## src/rtl/ddr_arb_pkg.sv

```systemverilog
// Shared constants, FSM state type and sizing helper for the DDR2 request arbiter.
package ddr_arb_pkg;

   localparam logic [2:0] CMD_WRITE = 3'b000;
   localparam logic [2:0] CMD_READ  = 3'b001;

   typedef enum logic [1:0] {
      IDLE  = 2'd0,
      GRANT = 2'd1,
      WDATA = 2'd2
   } arb_state_e;

   function automatic int clog2(input int value);
      int r;
      r = 0;
      for (int i = 0; i < 31; i++) begin
         if ((1 << i) < value) r = i + 1;
      end
      return r;
   endfunction

endpackage

```

## src/rtl/ddr_tag_fifo.sv

```systemverilog
// Small synchronous FIFO holding the issuing channel of each outstanding read burst.
module ddr_tag_fifo
   import ddr_arb_pkg::*;
#(
   parameter int WIDTH = 3,
   parameter int DEPTH = 8
) (
   input  logic             clk,
   input  logic             rst_n,
   input  logic             push,
   input  logic             pop,
   input  logic [WIDTH-1:0] din,
   output logic [WIDTH-1:0] dout,
   output logic             full,
   output logic             empty
);

   localparam int AW = clog2(DEPTH);

   logic [WIDTH-1:0] mem [DEPTH];
   logic [AW:0]      wr_ptr;
   logic [AW:0]      rd_ptr;
   logic             do_push;
   logic             do_pop;

   // Extra pointer bit distinguishes full from empty when the indices match.
   assign empty   = (wr_ptr == rd_ptr);
   assign full    = (wr_ptr[AW] != rd_ptr[AW]) && (wr_ptr[AW-1:0] == rd_ptr[AW-1:0]);
   assign do_push = push & ~full;
   assign do_pop  = pop & ~empty;
   assign dout    = mem[rd_ptr[AW-1:0]];

   always_ff @(posedge clk or negedge rst_n) begin
      if (!rst_n) begin
         wr_ptr <= '0;
         rd_ptr <= '0;
      end else begin
         if (do_push) wr_ptr <= wr_ptr + 1'b1;
         if (do_pop)  rd_ptr <= rd_ptr + 1'b1;
      end
   end

   always_ff @(posedge clk) begin
      if (do_push) mem[wr_ptr[AW-1:0]] <= din;
   end

endmodule

```

## src/rtl/ddr_req_arbiter.sv

```systemverilog
// N-channel arbiter onto the DDR2 af/wdf FIFO pair; write bursts stay atomic, reads return in order.
//   state | meaning
//   IDLE  | pick a winner among eligible command requests
//   GRANT | forward owner's command to af, wait for af space
//   WDATA | forward owner's BURST_BEATS write beats to wdf
module ddr_req_arbiter
   import ddr_arb_pkg::*;
#(
   parameter int NUM_CH      = 6,
   parameter int ADDR_W      = 31,
   parameter int DATA_W      = 128,
   parameter int MASK_W      = 16,
   parameter int BURST_BEATS = 2,
   parameter int TAG_DEPTH   = 8,
   parameter int ARB_MODE    = 1
) (
   input  logic                     clk,
   input  logic                     rst_n,
   input  logic [NUM_CH*3-1:0]      ch_af_cmd_din,
   input  logic [NUM_CH*ADDR_W-1:0] ch_af_addr_din,
   input  logic [NUM_CH-1:0]        ch_af_wr_en,
   output logic [NUM_CH-1:0]        ch_af_full,
   input  logic [NUM_CH*DATA_W-1:0] ch_wdf_din,
   input  logic [NUM_CH*MASK_W-1:0] ch_wdf_mask_din,
   input  logic [NUM_CH-1:0]        ch_wdf_wr_en,
   output logic [NUM_CH-1:0]        ch_wdf_full,
   input  logic [NUM_CH-1:0]        ch_rdf_rd_en,
   output logic [NUM_CH-1:0]        ch_rdf_valid,
   output logic [2:0]               af_cmd_din,
   output logic [ADDR_W-1:0]        af_addr_din,
   output logic                     af_wr_en,
   input  logic                     af_full,
   output logic [DATA_W-1:0]        wdf_din,
   output logic [MASK_W-1:0]        wdf_mask_din,
   output logic                     wdf_wr_en,
   input  logic                     wdf_full,
   input  logic                     rdf_valid,
   output logic                     rdf_rd_en,
   output logic                     orphan_err
);

   localparam int TAG_W  = clog2(NUM_CH);
   localparam int BEAT_W = clog2(BURST_BEATS) + 1;
   localparam logic [BEAT_W-1:0] LAST_BEAT = BEAT_W'(BURST_BEATS - 1);

   logic [2:0]        cmd_arr   [NUM_CH];
   logic [ADDR_W-1:0] addr_arr  [NUM_CH];
   logic [DATA_W-1:0] wdata_arr [NUM_CH];
   logic [MASK_W-1:0] mask_arr  [NUM_CH];

   arb_state_e        state;
   arb_state_e        state_nxt;
   logic [TAG_W-1:0]  owner;
   logic [TAG_W-1:0]  rr_ptr;
   logic [TAG_W-1:0]  winner;
   logic              found;
   logic [NUM_CH-1:0] elig;
   logic [BEAT_W-1:0] beat;
   logic [BEAT_W-1:0] rbeat;
   logic [2:0]        owner_cmd;

   logic              tag_push;
   logic              tag_pop;
   logic              tag_full;
   logic              tag_empty;
   logic [TAG_W-1:0]  tag_head;

   // Unpack the flat per-channel buses; reads are held off while no tag slot is free.
   for (genvar g = 0; g < NUM_CH; g++) begin : g_ch
      assign cmd_arr[g]      = ch_af_cmd_din[3*g +: 3];
      assign addr_arr[g]     = ch_af_addr_din[ADDR_W*g +: ADDR_W];
      assign wdata_arr[g]    = ch_wdf_din[DATA_W*g +: DATA_W];
      assign mask_arr[g]     = ch_wdf_mask_din[MASK_W*g +: MASK_W];
      assign elig[g]         = ch_af_wr_en[g] & ~((cmd_arr[g] == CMD_READ) & tag_full);
      assign ch_rdf_valid[g] = rdf_valid & ~tag_empty & (tag_head == TAG_W'(g));
   end

   // Both loops run from the lowest-preference candidate upward so the last hit wins.
   always_comb begin
      winner = '0;
      found  = 1'b0;
      if (ARB_MODE == 0) begin
         for (int i = NUM_CH - 1; i >= 0; i--) begin
            if (elig[TAG_W'(i)]) begin
               winner = TAG_W'(i);
               found  = 1'b1;
            end
         end
      end else begin
         for (int k = NUM_CH; k >= 1; k--) begin
            if (elig[TAG_W'((int'(rr_ptr) + k) % NUM_CH)]) begin
               winner = TAG_W'((int'(rr_ptr) + k) % NUM_CH);
               found  = 1'b1;
            end
         end
      end
   end

   assign owner_cmd    = cmd_arr[owner];
   assign af_cmd_din   = owner_cmd;
   assign af_addr_din  = addr_arr[owner];
   assign wdf_din      = wdata_arr[owner];
   assign wdf_mask_din = mask_arr[owner];

   always_ff @(posedge clk or negedge rst_n) begin
      if (!rst_n) state <= IDLE;
      else        state <= state_nxt;
   end

   always_comb begin
      state_nxt = state;
      case (state)
         IDLE:  if (found) state_nxt = GRANT;
         GRANT: if (af_wr_en) state_nxt = (owner_cmd == CMD_WRITE) ? WDATA : IDLE;
         WDATA: if (wdf_wr_en && (beat == LAST_BEAT)) state_nxt = IDLE;
         default: state_nxt = IDLE;
      endcase
   end

   always_comb begin
      ch_af_full  = '1;
      ch_wdf_full = '1;
      af_wr_en    = 1'b0;
      wdf_wr_en   = 1'b0;
      case (state)
         GRANT: begin
            ch_af_full[owner] = af_full;
            af_wr_en          = ch_af_wr_en[owner] & ~af_full;
         end
         WDATA: begin
            ch_wdf_full[owner] = wdf_full;
            wdf_wr_en          = ch_wdf_wr_en[owner] & ~wdf_full;
         end
         default: ;
      endcase
   end

   always_ff @(posedge clk or negedge rst_n) begin
      if (!rst_n) begin
         owner  <= '0;
         rr_ptr <= TAG_W'(NUM_CH - 1);
         beat   <= '0;
      end else begin
         if ((state == IDLE) && found) owner <= winner;
         if (af_wr_en) begin
            rr_ptr <= owner;
            beat   <= '0;
         end else if (wdf_wr_en) begin
            beat <= beat + BEAT_W'(1);
         end
      end
   end

   assign rdf_rd_en = |(ch_rdf_valid & ch_rdf_rd_en);
   assign tag_push  = af_wr_en & (owner_cmd == CMD_READ);
   assign tag_pop   = rdf_rd_en & (rbeat == LAST_BEAT);

   always_ff @(posedge clk or negedge rst_n) begin
      if (!rst_n) begin
         rbeat      <= '0;
         orphan_err <= 1'b0;
      end else begin
         if (rdf_rd_en) rbeat <= (rbeat == LAST_BEAT) ? '0 : rbeat + BEAT_W'(1);
         if (rdf_valid && tag_empty) orphan_err <= 1'b1;
      end
   end

   ddr_tag_fifo #(
      .WIDTH (TAG_W),
      .DEPTH (TAG_DEPTH)
   ) u_tag_fifo (
      .clk   (clk),
      .rst_n (rst_n),
      .push  (tag_push),
      .pop   (tag_pop),
      .din   (owner),
      .dout  (tag_head),
      .full  (tag_full),
      .empty (tag_empty)
   );

endmodule

```

## config.mk

```make
export PLATFORM = sky130hd
export DESIGN_NAME = ddr_req_arbiter
export DESIGN_NICKNAME = d
export VERILOG_FILES = /design/src/rtl/ddr_arb_pkg.sv /design/src/rtl/ddr_tag_fifo.sv /design/src/rtl/ddr_req_arbiter.sv
export SDC_FILE = /design/constraint.sdc
export NUM_CORES = 1
export LEC_CHECK = 0
export ABC_AREA = 1
export CORE_AREA = 2 2 503 505
export CTS_CLUSTER_SIZE = 14
export DETAILED_ROUTE_END_ITERATION = 10
export DIE_AREA = 0 0 505 507
export SYNTH_ARGS = -nofsm -noshare
export SYNTH_HDL_FRONTEND = slang
export SYNTH_SLANG_ARGS = --single-unit
```

## constraint.sdc

```tcl
create_clock -name clk -period 6.3 [get_ports clk]
set_clock_uncertainty 0.15 [all_clocks]
set_input_delay 1.26 -clock clk [delete_from_list [all_inputs] [get_ports clk]]
set_output_delay 1.26 -clock clk [all_outputs]
set_load 0.02 [all_outputs]
```

==> results.cfg <==
[synth]
synth.largest_area_cell = a22oi_1
ys_warn_count = 0
ys_seq_area_share_pct = 13.8
syn_nets = 2564
netlist_instances = 1456
ys_ff_latch = 45
syn_avg_cell_area_um2 = 6.20
synthesis.area_um2 = 9030
synth_area_leaders = a22oi_1 25%, nand2_1 20%, nand4_1 11%, edfxtp_1 8.0%, dfrtp_1 5.3%
synth_top_area_share_pct = 24.6
synth_cell_types = 51

[layout]
final_common_cell = clkdlybuf4s50_1
area_growth_syn_to_layout_pct = 193
nets = 3795
mostFrequentLayoutCells = 1288 x clkdlybuf4s50_1, 470 x nand2_1, 296 x a22oi_1
multi_input_area_um2 = 7070
regArea_um2 = 1250
fillCellCount = 29100
drive_gt1_share_pct = 4.43

[run_status]
outcome = finished clean

[detailed_routing]
drc = 0
wl_per_cell_um = 31.5
routed_wl_um = 192000
drt_iter0_markers = 1727
viasPerCell = 3.12
vias = 19100
dr.pass1.iters = 7
antenna_left = 0

[sta]
worst_slack_ns = 0.970
fin_crit_sh_pct = 84.6
slew_violations = 0
worst_pin_slew_ns = 1.09
hold_viol_final = 0
maxSlewHeadroom_pct = 27.5
rsz0062_at_grt = no
final.setup.tns_ns = 0
period_minus_slack_ns = 5.33
max_clock_freq_ghz = 0.188
finalSetupViolCount = 0

[floorplan]
rows = 184
die-area_um2 = 256000
die_h_um = 507
ios = 1291
core_um2 = 250000
start_util_pct = 3.60
die_w_um = 505

[clocking]
clockBufferDepth = 2
clk_latency_ns = 0.29
clkSinkCount = 45
cts_tree = yes
numCtsBuffers = 5
clkTransAtPathRegs_ns = 0.06
cts_setup_buffers = 0
cts-resized-gates = 0
cts_root_buf = clkbuf_16
postCtsHoldBufs = 0
htree_levels = 2

[critical_path]
cp_max_fo = 101
crit_required_ns = 4.89
crit_path_end_kind = primary output
start_kind = flop
r2r-start = owner[2]
worstPathArrival_ns = 3.92
critPathLaunch = owner[1]
crit_type = reg2out

[power_and_ir_drop]
p_seq_share_pct = 4.9
pwr_density_cell_nw_per_um2 = 432
switchingPower_w = 0.00716
p_leak_nw = 8.51
power_frac_clock_pct = 2.3
swShare_pct = 62.6
p_total_w = 0.0114
internal_power_w = 0.00428
combPwrFrac_pct = 92.8
ir_drop_uv = 316

[grt]
global_route.usage.met1_pct = 15.7
grt.busiest_layer = met2
grt_use_total_pct = 14.2
grt_overflow_total = 0
grt_antenna_before_repair = 235
use_met3_pct = 5.82
grt_pass1_vias = 18500
grt_util_met2_pct = 24.5
grt_max_degree = 101
grt_pass1_wl_um = 231000

[place]
gp_congestion = 1.02
dpl_worst_slack_ns = 1.12
dpl.hpwl_um = 175000
io_buffers = 1290

[worst_hold_path]
hp-class = reg2reg
min_from = orphan_err

[run]
drv_cap = 0
## state kept, by name, summed over array words and instances (netlist names)
register           flops
rbeat                  2
state                  2
beat                   2
u_tag_fifo.rd_ptr      4
u_tag_fifo.mem        24
orphan_err             1
rr_ptr                 3
owner                  3
u_tag_fifo.wr_ptr      4
## layout make-up
type	instances	share of cell area, %
inverters	63	1.05
clock inverters	2	0.0662
multi-input cells	1227	26.7
diodes	65	0.615
flip-flops and latches	45	4.72
clock buffers	6	0.525
repair buffers	1345	50.5
well taps	3348	15.8
## final timing paths
kind | endpoint | slack (ns) | depth (start not counted)
max | wdf_din[18] | 0.97 | 6
min | orphan_err | 0.31 | 1
max reg2reg | u_tag_fifo.mem[0][1] | 2.08 | 11
min reg2reg | orphan_err | 0.31 | 1
max in group asynchronous | u_tag_fifo.wr_ptr[2] | 3.96 | 1
min in group asynchronous | orphan_err | 1.40 | 1
## critical path, stage by stage, from the launching register on
cell and delay (ns):
dfrtp_1 0.63, nand3_1 0.30, inv_8 0.51, buf_4 0.69, a22oi_1 0.31, nand4_1 0.20
clkdlybuf4s50_1 0.79
## metrics by stage
step	instance area [um2]	hold slack, ns	util, %	cells
6_report	26500	0.314	10.6	6101
2_1_floorplan	9030	0.330	-	1456
4_1_cts	26300	0.327	10.5	6036
3_3_place_gp	26100	0.298	10.4	6026
5_1_grt	26400	0.341	10.5	6070
3_5_place_dp	26100	0.313	10.4	6028
## synthesized netlist by cell type, drive strengths merged
master / count
clkbuf: 94
a221oi: 32
o21a: 1
a22o: 32
nand4: 158
a211oi: 1
nand2: 477
a211o: 1
nor2: 50
o221ai: 1
nor3b: 3
inv: 59
edfxtp: 24
o22ai: 1
xnor2: 3
ha: 17
dfstp: 2
nand3: 85
xor2: 8
or2: 2
a22oi: 296
nand3b: 2
clkinv: 4
a31oi: 2
a21oi: 5
buf: 27
nor3: 15
o21ai: 34
a21o: 1
dfrtp: 19
## routing by layer
metal / vias to the layer above / part of all wire [%]
met5: - / 0.34
met4: 104 / 4.7
met3: 465 / 10
met2: 1561 / 48
met1: 8898 / 37
li1: 8024 / -
## cell families after synthesis
kind of cell	count (synthesis)	synth area share, %
AND/OR/NAND/NOR	792	40.5
AO/OA/AOI/OAI	407	33.9
buffers and inverters	184	8.01
flip-flops	45	13.8
adder cells (fa/ha/maj)	17	2.36
XOR/XNOR	11	1.40
## power groups by stage
stage	combinational [W]	clock, W	sequential (W)
after floorplan	0.00456	0	0.000490
after global placement	0.0108	0	0.000553
after CTS	0.0109	0.000276	0.000554
after global routing	0.0113	0.000289	0.000573
final	0.0106	0.000267	0.000555
after detailed placement	0.0109	0	0.000560
No activity file was read; power rests on OpenSTA's default activity.
